### src/rtl/sw_array_seq.sv
// -----------------------------------------------------------------------------
// sw_array_seq
// Runs one Smith-Waterman target sequence through the systolic PE chain.
// On an accepted start it reads tgt_len characters from the target buffer and
// streams them into PE 0 as a framed, gap-free token stream (SOF on the first
// character, DATA on the rest, then one EOF). It then waits PE_NUM cycles for
// the wavefront to leave the last PE and pulses done.
//
// Optional feature macro: SW_ABORT_EN (adds the abort / aborted ports).
//
// Ports:
//   clk      in   clock, rising edge
//   rst      in   asynchronous, active-high reset
//   start    in   job request, sampled only in IDLE
//   tgt_len  in   target length in characters, sampled with start
//   rd_en    out  target buffer read enable (registered)
//   rd_addr  out  target buffer read address (registered)
//   rd_data  in   buffer data, valid one cycle after rd_en
//   t_o      out  token to PE 0: 000 idle, 001 SOF, 100 DATA, 010 EOF
//   char_o   out  character to PE 0 (0 for idle/EOF tokens)
//   busy     out  job in progress (cycle after accept through done cycle)
//   done     out  one-cycle completion pulse
//   err      out  one-cycle pulse for a start with tgt_len == 0
//   abort    in   abort request               (SW_ABORT_EN only)
//   aborted  out  last job ended by an abort  (SW_ABORT_EN only)
// -----------------------------------------------------------------------------
module sw_array_seq #(
    parameter int unsigned PE_NUM = 16,
    parameter int unsigned CHAR_W = 2,
    parameter int unsigned LEN_W  = 8
) (
    input  logic              clk,
    input  logic              rst,
    input  logic              start,
    input  logic [LEN_W-1:0]  tgt_len,
    output logic              rd_en,
    output logic [LEN_W-1:0]  rd_addr,
    input  logic [CHAR_W-1:0] rd_data,
    output logic [2:0]        t_o,
    output logic [CHAR_W-1:0] char_o,
    output logic              busy,
    output logic              done,
    output logic              err
`ifdef SW_ABORT_EN
    ,
    input  logic              abort,
    output logic              aborted
`endif
);

    localparam int unsigned CNT_W = $clog2(PE_NUM + 1);

    localparam logic [2:0] TOK_IDLE = 3'b000;
    localparam logic [2:0] TOK_SOF  = 3'b001;
    localparam logic [2:0] TOK_DATA = 3'b100;
    localparam logic [2:0] TOK_EOF  = 3'b010;

    typedef enum logic [1:0] {IDLE, FETCH, STREAM, DRAIN} state_t;

    state_t              state_q, state_d;
    logic [LEN_W-1:0]    len_q, len_d;
    logic                rd_en_q, rd_en_d;
    logic [LEN_W-1:0]    rd_addr_q, rd_addr_d;
    // Read-return pipeline: marks the cycle rd_data is valid and its position.
    logic                vld_q, vld_d;
    logic                first_q, first_d;
    logic                last_q, last_d;
    logic                eof_pend_q, eof_pend_d;
    logic [2:0]          tok_q, tok_d;
    logic [CHAR_W-1:0]   char_q, char_d;
    logic [CNT_W-1:0]    cnt_q, cnt_d;
    logic                done_q, done_d;
    logic                err_q, err_d;

    logic accept;
    logic last_rd;
    logic kill_early;
    logic kill_late;

    assign accept  = (state_q == IDLE) && start && (tgt_len != '0);
    // Compare against len-1 so a full-range length never needs a wider counter.
    assign last_rd = (rd_addr_q == (len_q - LEN_W'(1)));

`ifdef SW_ABORT_EN
    logic sof_sent_q, sof_sent_d;
    logic abort_pend_q, abort_pend_d;
    logic aborted_q, aborted_d;
    logic abort_live;

    // Abort only matters while busy and before EOF reaches t_o.
    assign abort_live = abort && ((state_q == FETCH) || (state_q == STREAM));
    assign kill_early = abort_live && !sof_sent_q;
    assign kill_late  = abort_live &&  sof_sent_q;
`else
    assign kill_early = 1'b0;
    assign kill_late  = 1'b0;
`endif

    // State register
    always_ff @(posedge clk or posedge rst) begin
        if (rst) state_q <= IDLE;
        else     state_q <= state_d;
    end

    // Next-state logic
    always_comb begin
        state_d = state_q;
        case (state_q)
            IDLE:   if (accept) state_d = FETCH;
            FETCH: begin
                if (kill_early)     state_d = IDLE;
                else if (kill_late) state_d = DRAIN;
                else if (last_rd)   state_d = STREAM;
            end
            STREAM: begin
                if (kill_early)                   state_d = IDLE;
                else if (kill_late || eof_pend_q) state_d = DRAIN;
            end
            DRAIN:  if (cnt_q == '0) state_d = IDLE;
        endcase
    end

    // Output / datapath next values
    always_comb begin
        len_d      = len_q;
        rd_en_d    = 1'b0;
        rd_addr_d  = rd_addr_q;
        vld_d      = rd_en_q;
        first_d    = (rd_addr_q == '0);
        last_d     = last_rd;
        eof_pend_d = vld_q && last_q;
        tok_d      = TOK_IDLE;
        char_d     = '0;
        if (vld_q) begin
            tok_d  = first_q ? TOK_SOF : TOK_DATA;
            char_d = rd_data;
        end else if (eof_pend_q) begin
            tok_d  = TOK_EOF;
        end

        cnt_d = cnt_q;
        if ((state_q == DRAIN) && (cnt_q != '0)) cnt_d = cnt_q - CNT_W'(1);
        if ((state_q != DRAIN) && (state_d == DRAIN)) cnt_d = CNT_W'(PE_NUM);

        done_d = (state_q == DRAIN) && (cnt_q == CNT_W'(1));
        err_d  = (state_q == IDLE) && start && (tgt_len == '0);

        case (state_q)
            IDLE: begin
                if (accept) begin
                    len_d     = tgt_len;
                    rd_en_d   = 1'b1;
                    rd_addr_d = '0;
                end
            end
            FETCH: begin
                if (!last_rd) begin
                    rd_en_d   = 1'b1;
                    rd_addr_d = rd_addr_q + LEN_W'(1);
                end
            end
            default: ;
        endcase

        // Abort flushes the read pipeline; after SOF the stream is closed
        // with an immediate EOF, before SOF nothing is ever emitted.
        if (kill_early || kill_late) begin
            rd_en_d    = 1'b0;
            vld_d      = 1'b0;
            eof_pend_d = 1'b0;
            char_d     = '0;
            tok_d      = kill_late ? TOK_EOF : TOK_IDLE;
        end
        if (kill_early) done_d = 1'b1;
    end

`ifdef SW_ABORT_EN
    always_comb begin
        sof_sent_d   = sof_sent_q;
        abort_pend_d = abort_pend_q;
        aborted_d    = aborted_q;
        if (accept) begin
            sof_sent_d   = 1'b0;
            abort_pend_d = 1'b0;
            aborted_d    = 1'b0;
        end else begin
            if (tok_d == TOK_SOF) sof_sent_d = 1'b1;
            if (kill_late) abort_pend_d = 1'b1;
            if (done_d && (abort_pend_q || kill_early)) aborted_d = 1'b1;
        end
    end

    always_ff @(posedge clk or posedge rst) begin
        if (rst) begin
            sof_sent_q   <= 1'b0;
            abort_pend_q <= 1'b0;
            aborted_q    <= 1'b0;
        end else begin
            sof_sent_q   <= sof_sent_d;
            abort_pend_q <= abort_pend_d;
            aborted_q    <= aborted_d;
        end
    end

    assign aborted = aborted_q;
`endif

    always_ff @(posedge clk or posedge rst) begin
        if (rst) begin
            len_q      <= '0;
            rd_en_q    <= 1'b0;
            rd_addr_q  <= '0;
            vld_q      <= 1'b0;
            first_q    <= 1'b0;
            last_q     <= 1'b0;
            eof_pend_q <= 1'b0;
            tok_q      <= TOK_IDLE;
            char_q     <= '0;
            cnt_q      <= '0;
            done_q     <= 1'b0;
            err_q      <= 1'b0;
        end else begin
            len_q      <= len_d;
            rd_en_q    <= rd_en_d;
            rd_addr_q  <= rd_addr_d;
            vld_q      <= vld_d;
            first_q    <= first_d;
            last_q     <= last_d;
            eof_pend_q <= eof_pend_d;
            tok_q      <= tok_d;
            char_q     <= char_d;
            cnt_q      <= cnt_d;
            done_q     <= done_d;
            err_q      <= err_d;
        end
    end

    assign rd_en   = rd_en_q;
    assign rd_addr = rd_addr_q;
    assign t_o     = tok_q;
    assign char_o  = char_q;
    assign busy    = (state_q != IDLE);
    assign done    = done_q;
    assign err     = err_q;

endmodule
### config.mk
export PLATFORM = sky130hd
export DESIGN_NAME = sw_array_seq
export DESIGN_NICKNAME = d
export VERILOG_FILES = /design/src/rtl/sw_array_seq.sv
export SDC_FILE = /design/constraint.sdc
export NUM_CORES = 1
export LEC_CHECK = 0
export CAP_MARGIN = 20
export CORE_MARGIN = 1
export CORE_UTILIZATION = 40
export DETAILED_ROUTE_END_ITERATION = 10
export DONT_BUFFER_PORTS = 1
export PLACE_DENSITY_LB_ADDON = 0.3
export SLEW_MARGIN = 20
export SYNTH_ARGS = -nofsm -noshare
export SYNTH_HDL_FRONTEND = slang
export SYNTH_SLANG_ARGS = --single-unit
### constraint.sdc
create_clock -name clk -period 2.8 [get_ports clk]
set_input_delay 0.28 -clock clk [delete_from_list [all_inputs] [get_ports clk]]
set_output_delay 0.28 -clock clk [all_outputs]
set_load 0.03 [all_outputs]
# Word-level counts from Yosys, hierarchy flattened
# Index checks and enable logic that the tools add are counted.
# totals
out_inout_bits,17
inputBits,13
register_bits,35
elab_cells,60
# classes
mux,17
add_sub_neg,3
eq_ne,9
reduce_logical,18
# op_table
op,count
8-bit logical NOT,2
8-bit two-way mux,2
8-bit case mux with 2 select lines,1
2-bit two-way mux,6
5-bit two-way mux,2
8-bit by 1-bit adder with 8-bit output (second input constant),1
8-bit equality test,1
2-bit case mux with 4 select lines,1
8-bit nonzero test,1
8-bit by 1-bit subtractor with 8-bit output (second input constant),1
1-bit logical AND,7
2-bit equality test (second input constant),3
3-bit two-way mux,2
2-bit != test (second input constant),3
2-bit nonzero test,3
5-bit by 1-bit equality test with 1-bit output (second input constant),1
5-bit logical NOT,1
5-bit nonzero test,1
5-bit by 1-bit subtractor with 5-bit output (second input constant),1
3-bit AND reduction,1
2-bit by 1-bit equality test with 1-bit output (second input constant),1
2-bit logical NOT,1
1-bit two-way mux,2
1-bit case mux with 2 select lines,1
2-bit AND reduction,1

# Longest topological paths before layout
# depth
word_depth,8
depth_mapped,8
ltp_nobuf,7

# Least setup slack after synthesis
# Ideal clock, no wire load.
# synth_timing
path_type,reg-to-reg
start,reg len_q[0]
end,reg rd_addr_q[1] (netlist: rd_addr[1])
synth_period_minus_slack_ps,2177
n_path_buf,1
slack_ps,623
required_time_ps,2675
stages_incl_launch_ff,9
arrival_ps,2052
setup_time_ps,125
path_cell_list,dfrtp_1 inv_1 ha_1 maj3_2 a2bb2oi_1 or3_1 buf_6 o21ai_4 mux2_4
# synth_via
elab_chain_cells,4
# synth_lines
item,line_no,text
from (decl),61,"logic [LEN_W-1:0] len_q, len_d;"
from (signal assigned),223,len_q <= len_d;
8-bit by 1-bit subtractor with 8-bit output,82,assign last_rd = (rd_addr_q == (len_q - LEN_W'(1)));
8-bit equality test,82,
2-bit != test (no source line),-,
3-bit AND reduction (no source line),-,
to (signal assigned),225,rd_addr_q <= rd_addr_d;
to (decl),63,"logic [LEN_W-1:0] rd_addr_q, rd_addr_d;"
# No other way between the ends.
# A chain may end at the register's enable or synchronous reset.

# Worst setup path in the final report
# Ends and elaborated chain as after synthesis.

==> run_results.csv <==
group,metric,value,unit
synth,syn-num-nets,199,
sta,fin_crit_sh,84.5,%
synth,netlist_instances,181,
floorplanning,design.die.area,4870,um2
worst_setup_path,critPathCaptureType,"register",
floorplanning,floorplan.die.width,69.8,um
job,cap_violations,0,
detailed_routing,drt_wl_total,3.53,mm
worst_setup_path,arr_time_crit_path,2540,ps
detailed_routing,route.antenna.remaining_nets,0,
detailed_routing,initial_drc_count,44,
global_routing,grt_pass1_wl,6.14,mm
global_routing,largest_net_degree_at_the_start_of_global_routing,36,
place,port_buffers,0,
worst_setup_path,critical_path_buf_inv_count,1,
synth,mappedNetlistArea,1840,um2
power,sequentialPowerShare,47.8,%
clock_tree,cts.sinks,35,
detailed_routing,wl_per_cell,14.5,um
floorplanning,placement_row_count,24,
status,run_status,"finished, final reports clean",
worst_setup_path,cp_max_fo,9,
global_routing,globalRouteOverflowTotal,0,
place,finalWeightedCongestion,0.780,
sta,max_slew.worst_pin.slew,561,ps
detailed_routing,vias_per_cell,5.47,
layout,number_of_standard_cells_in_the_layout_taps_in_and_fillers_out,243,
synth,asyncSetResetFlopFracSynth,100,%
power,clkPwrFrac,51.0,%
global_routing,antenna_found_initial,0,
clock_tree,cts_inserted_buffers,5,
power,power.density,514,nW/um2
sta,maxSlewViolCount,0,
place,detailedPlacementHpwl,2.66,mm
layout,layout-drive-gt1-share,13.6,%
sta,unrepaired_setup_endpoints_after_global_routing,"no",
synth,synth_cell_type_count,45,
floorplanning,core,4380,um2
floorplanning,starting_density,41.9,%
worst_setup_path,timing.critical_path.required,2970,ps
worst_hold_path,hold_path.class,"input port to register",
floorplanning,die-height,69.8,um
floorplanning,top_level_ports,30,
sta,finalWorstPathRequiredPeriod,2370,ps
layout,multi_input_area,873,um2
power,power.combinational.fraction,1.2,%
sta,timing.max_slew.rel_slack,62.6,%
clock_tree,postCtsSetupRepairBufs,0,
worst_setup_path,crit_cells,7,
global_routing,globalRouteTotalUtil,15.9,%
worst_setup_path,ff2ff_setup_slack,430,ps
detailed_routing,via_count_of_the_routed_design,1328,
worst_setup_path,cp_top_family,"adder cells",
worst_setup_path,r2r_cells,7,
clock_tree,insertion_delay,280,ps
layout,antenna-diode-count,0,
layout,nets,208,
clock_tree,ctsRootBufferMaster,"clkbuf_8",
worst_setup_path,critical_path_class,"register to register",
sta,setup_viol,0,
synth,avgSynthCellArea,10.1,um2
place,placedCellCount,234,
layout,area_growth_from_synthesis_to_final_layout,11.9,%
power,switching_power,0.194,mW
worst_setup_path,cp-endpoint,"rd_addr[1]",
synth,synth_top_flop_cell,"dfrtp_1",
power,switching_share,18.3,%
worst_setup_path,rr_startpoint,"len_q[0]",
power,ir_worst_vdd,239,uV
synth,ys_ff_latch,35,
layout,register_area,876,um2
worst_setup_path,worst_setup_path_startpoint,"len_q[0]",
clock_tree,tritoncts,"done",
worst_setup_path,cpPeakStageDelay,540,ps
synth,yosys_warnings,0,
worst_setup_path,crit_path_cell_trace,"inv_1, ha_1, maj3_2, a2bb2oi_1, or3_1, o21ai_4, mux2_4",
sta,final-hold-violation-count,0,
layout,mostFrequentLayoutCell,"dfrtp_1",
sta,achievable-frequency,0.423,GHz
synth,seq_total_area_yosys,47.7,%
detailed_routing,first_pass_iters,4,
power,internal_power,0.863,mW
global_routing,first_global_vias,1357,
clock_tree,cts_buffer_depth,2,
power,cellLeakagePower,1.02,nW
sta,skew,3.13,ps
layout,mostFrequentLayoutCells,"35 x dfrtp_1, 29 x nand2_1, 11 x inv_1, 9 x nor2_1",
sta,sum_neg_setup_slack,0,ps
detailed_routing,remaining_drcs,0,
clock_tree,clk_transition_reported_paths,70,ps
layout,layout.filler_cells,428,
worst_setup_path,worst_path_max_delay_cell,"or3_1",
synth,synth-edff-count,0,
worst_setup_path,reg2reg_to,"rd_addr[1]",
worst_setup_path,timing.critical_path.from_type,"register",
clock_tree,cts_max_level,2,
sequential cells by signal, summed over array words and instances (netlist names):
| register | count |
|---|---|
| char_o | 2 |
| cnt_q | 5 |
| done | 1 |
| eof_pend_q | 1 |
| err | 1 |
| first_q | 1 |
| last_q | 1 |
| len_q | 8 |
| rd_addr | 8 |
| rd_en | 1 |
| state_q | 2 |
| t_o | 3 |
| vld_q | 1 |
synth_stat cells, types with 2 or more instances:
library cell | instances | area, um2
nor4_1 | 3 | 18.8
inv_1 | 11 | 41.3
a21oi_1 | 4 | 20.0
buf_6 | 3 | 33.8
mux2_4 | 2 | 30.0
o211ai_1 | 2 | 15.0
a22o_1 | 3 | 26.3
or3_1 | 2 | 12.5
nand4_1 | 2 | 12.5
nor2_1 | 9 | 33.8
nand2b_1 | 2 | 12.5
xor2_1 | 8 | 70.1
and2_1 | 5 | 31.3
nand2_1 | 29 | 109
and4_2 | 2 | 20.0
and3_1 | 2 | 12.5
o211ai_2 | 2 | 25.0
nor2b_1 | 3 | 18.8
nand3_1 | 3 | 15.0
clkbuf_1 | 2 | 7.51
nor3_1 | 4 | 20.0
mux2i_1 | 6 | 60.1
o21ai_0 | 8 | 40.0
dfrtp_1 | 35 | 876
and4_1 | 2 | 17.5
o21ai_1 | 2 | 10.0
ha_1 | 5 | 62.6
xnor2_1 | 3 | 26.3
cells by family (layout without fill, tap and decap cells):
group                    after synthesis  count (layout)  synth area share (%)
AND/OR/NAND/NOR                       73              73                  20.4
flip-flops                            35              35                  47.7
AO/OA/AOI/OAI                         31              31                  12.9
buffers and inverters                 17              27                  4.77
XOR/XNOR                              11              11                  5.25
multiplexers                           8               8                  4.90
adder cells (fa/ha/maj)                6               6                  4.02
power by group through the flow:
stage	Sequential, mW	Clock (mW)	Combinational, mW
finish	0.505	0.539	0.0125
global route	0.505	0.573	0.0153
CTS	0.505	0.548	0.0136
detailed placement	0.515	0	0.0124
global placement	0.515	0	0.0123
floorplan	0.515	0	0.00831
through the flow:
step	power (mW)	utilization [%]	hold slack (ps)	instance area (um2)	worst slack [ps]
6_report	1.06	46.9	102	2050	434
5_1_grt	1.09	46.9	101	2050	322
4_1_cts	1.07	46.9	95.1	2050	421
3_5_place_dp	0.527	43.5	297	1910	432
3_3_place_gp	0.527	43.5	296	1910	511
2_1_floorplan	0.523	-	385	1840	623
how the worst min path moves through the flow:
stage,start,to,slack (ps),depth (start not counted)
4_1_cts,tgt_len[4],len_q[4],100,2
3_3_place_gp,rst,rd_addr[6],300,2
5_1_grt,tgt_len[3],len_q[3],100,2
2_1_floorplan,tgt_len[3],len_q[3],390,2
3_5_place_dp,rst,rd_addr[6],300,2
6_report,tgt_len[6],len_q[6],100,2
layout make-up:
type	count	area share (%)
clock buffers	5	3.35
well taps	52	3.17
inverters	11	2.01
flip-flops and latches	35	42.6
repair buffers	8	3.05
clock inverters	3	3.29
multi-input cells	129	42.5
layer usage:
layer / GRT usage, % / vias up / wire (um)
met5: 0 / - / 0
met4: 4.22 / 0 / 10
met3: 4.94 / 2 / 196
met2: 26.2 / 35 / 1730
met1: 20.1 / 640 / 1600
li1: - / 651 / -
what timing repair did:
| item | CTS | global route |
|---|---|---|
| endpoints found under the setup margin | 0 | 0 |
| resized for setup | 0 | 0 |
| hold endpoints to repair | 35 | 0 |
| hold buffers | 1 | 0 |
No activity file was read; power rests on OpenSTA's default activity.
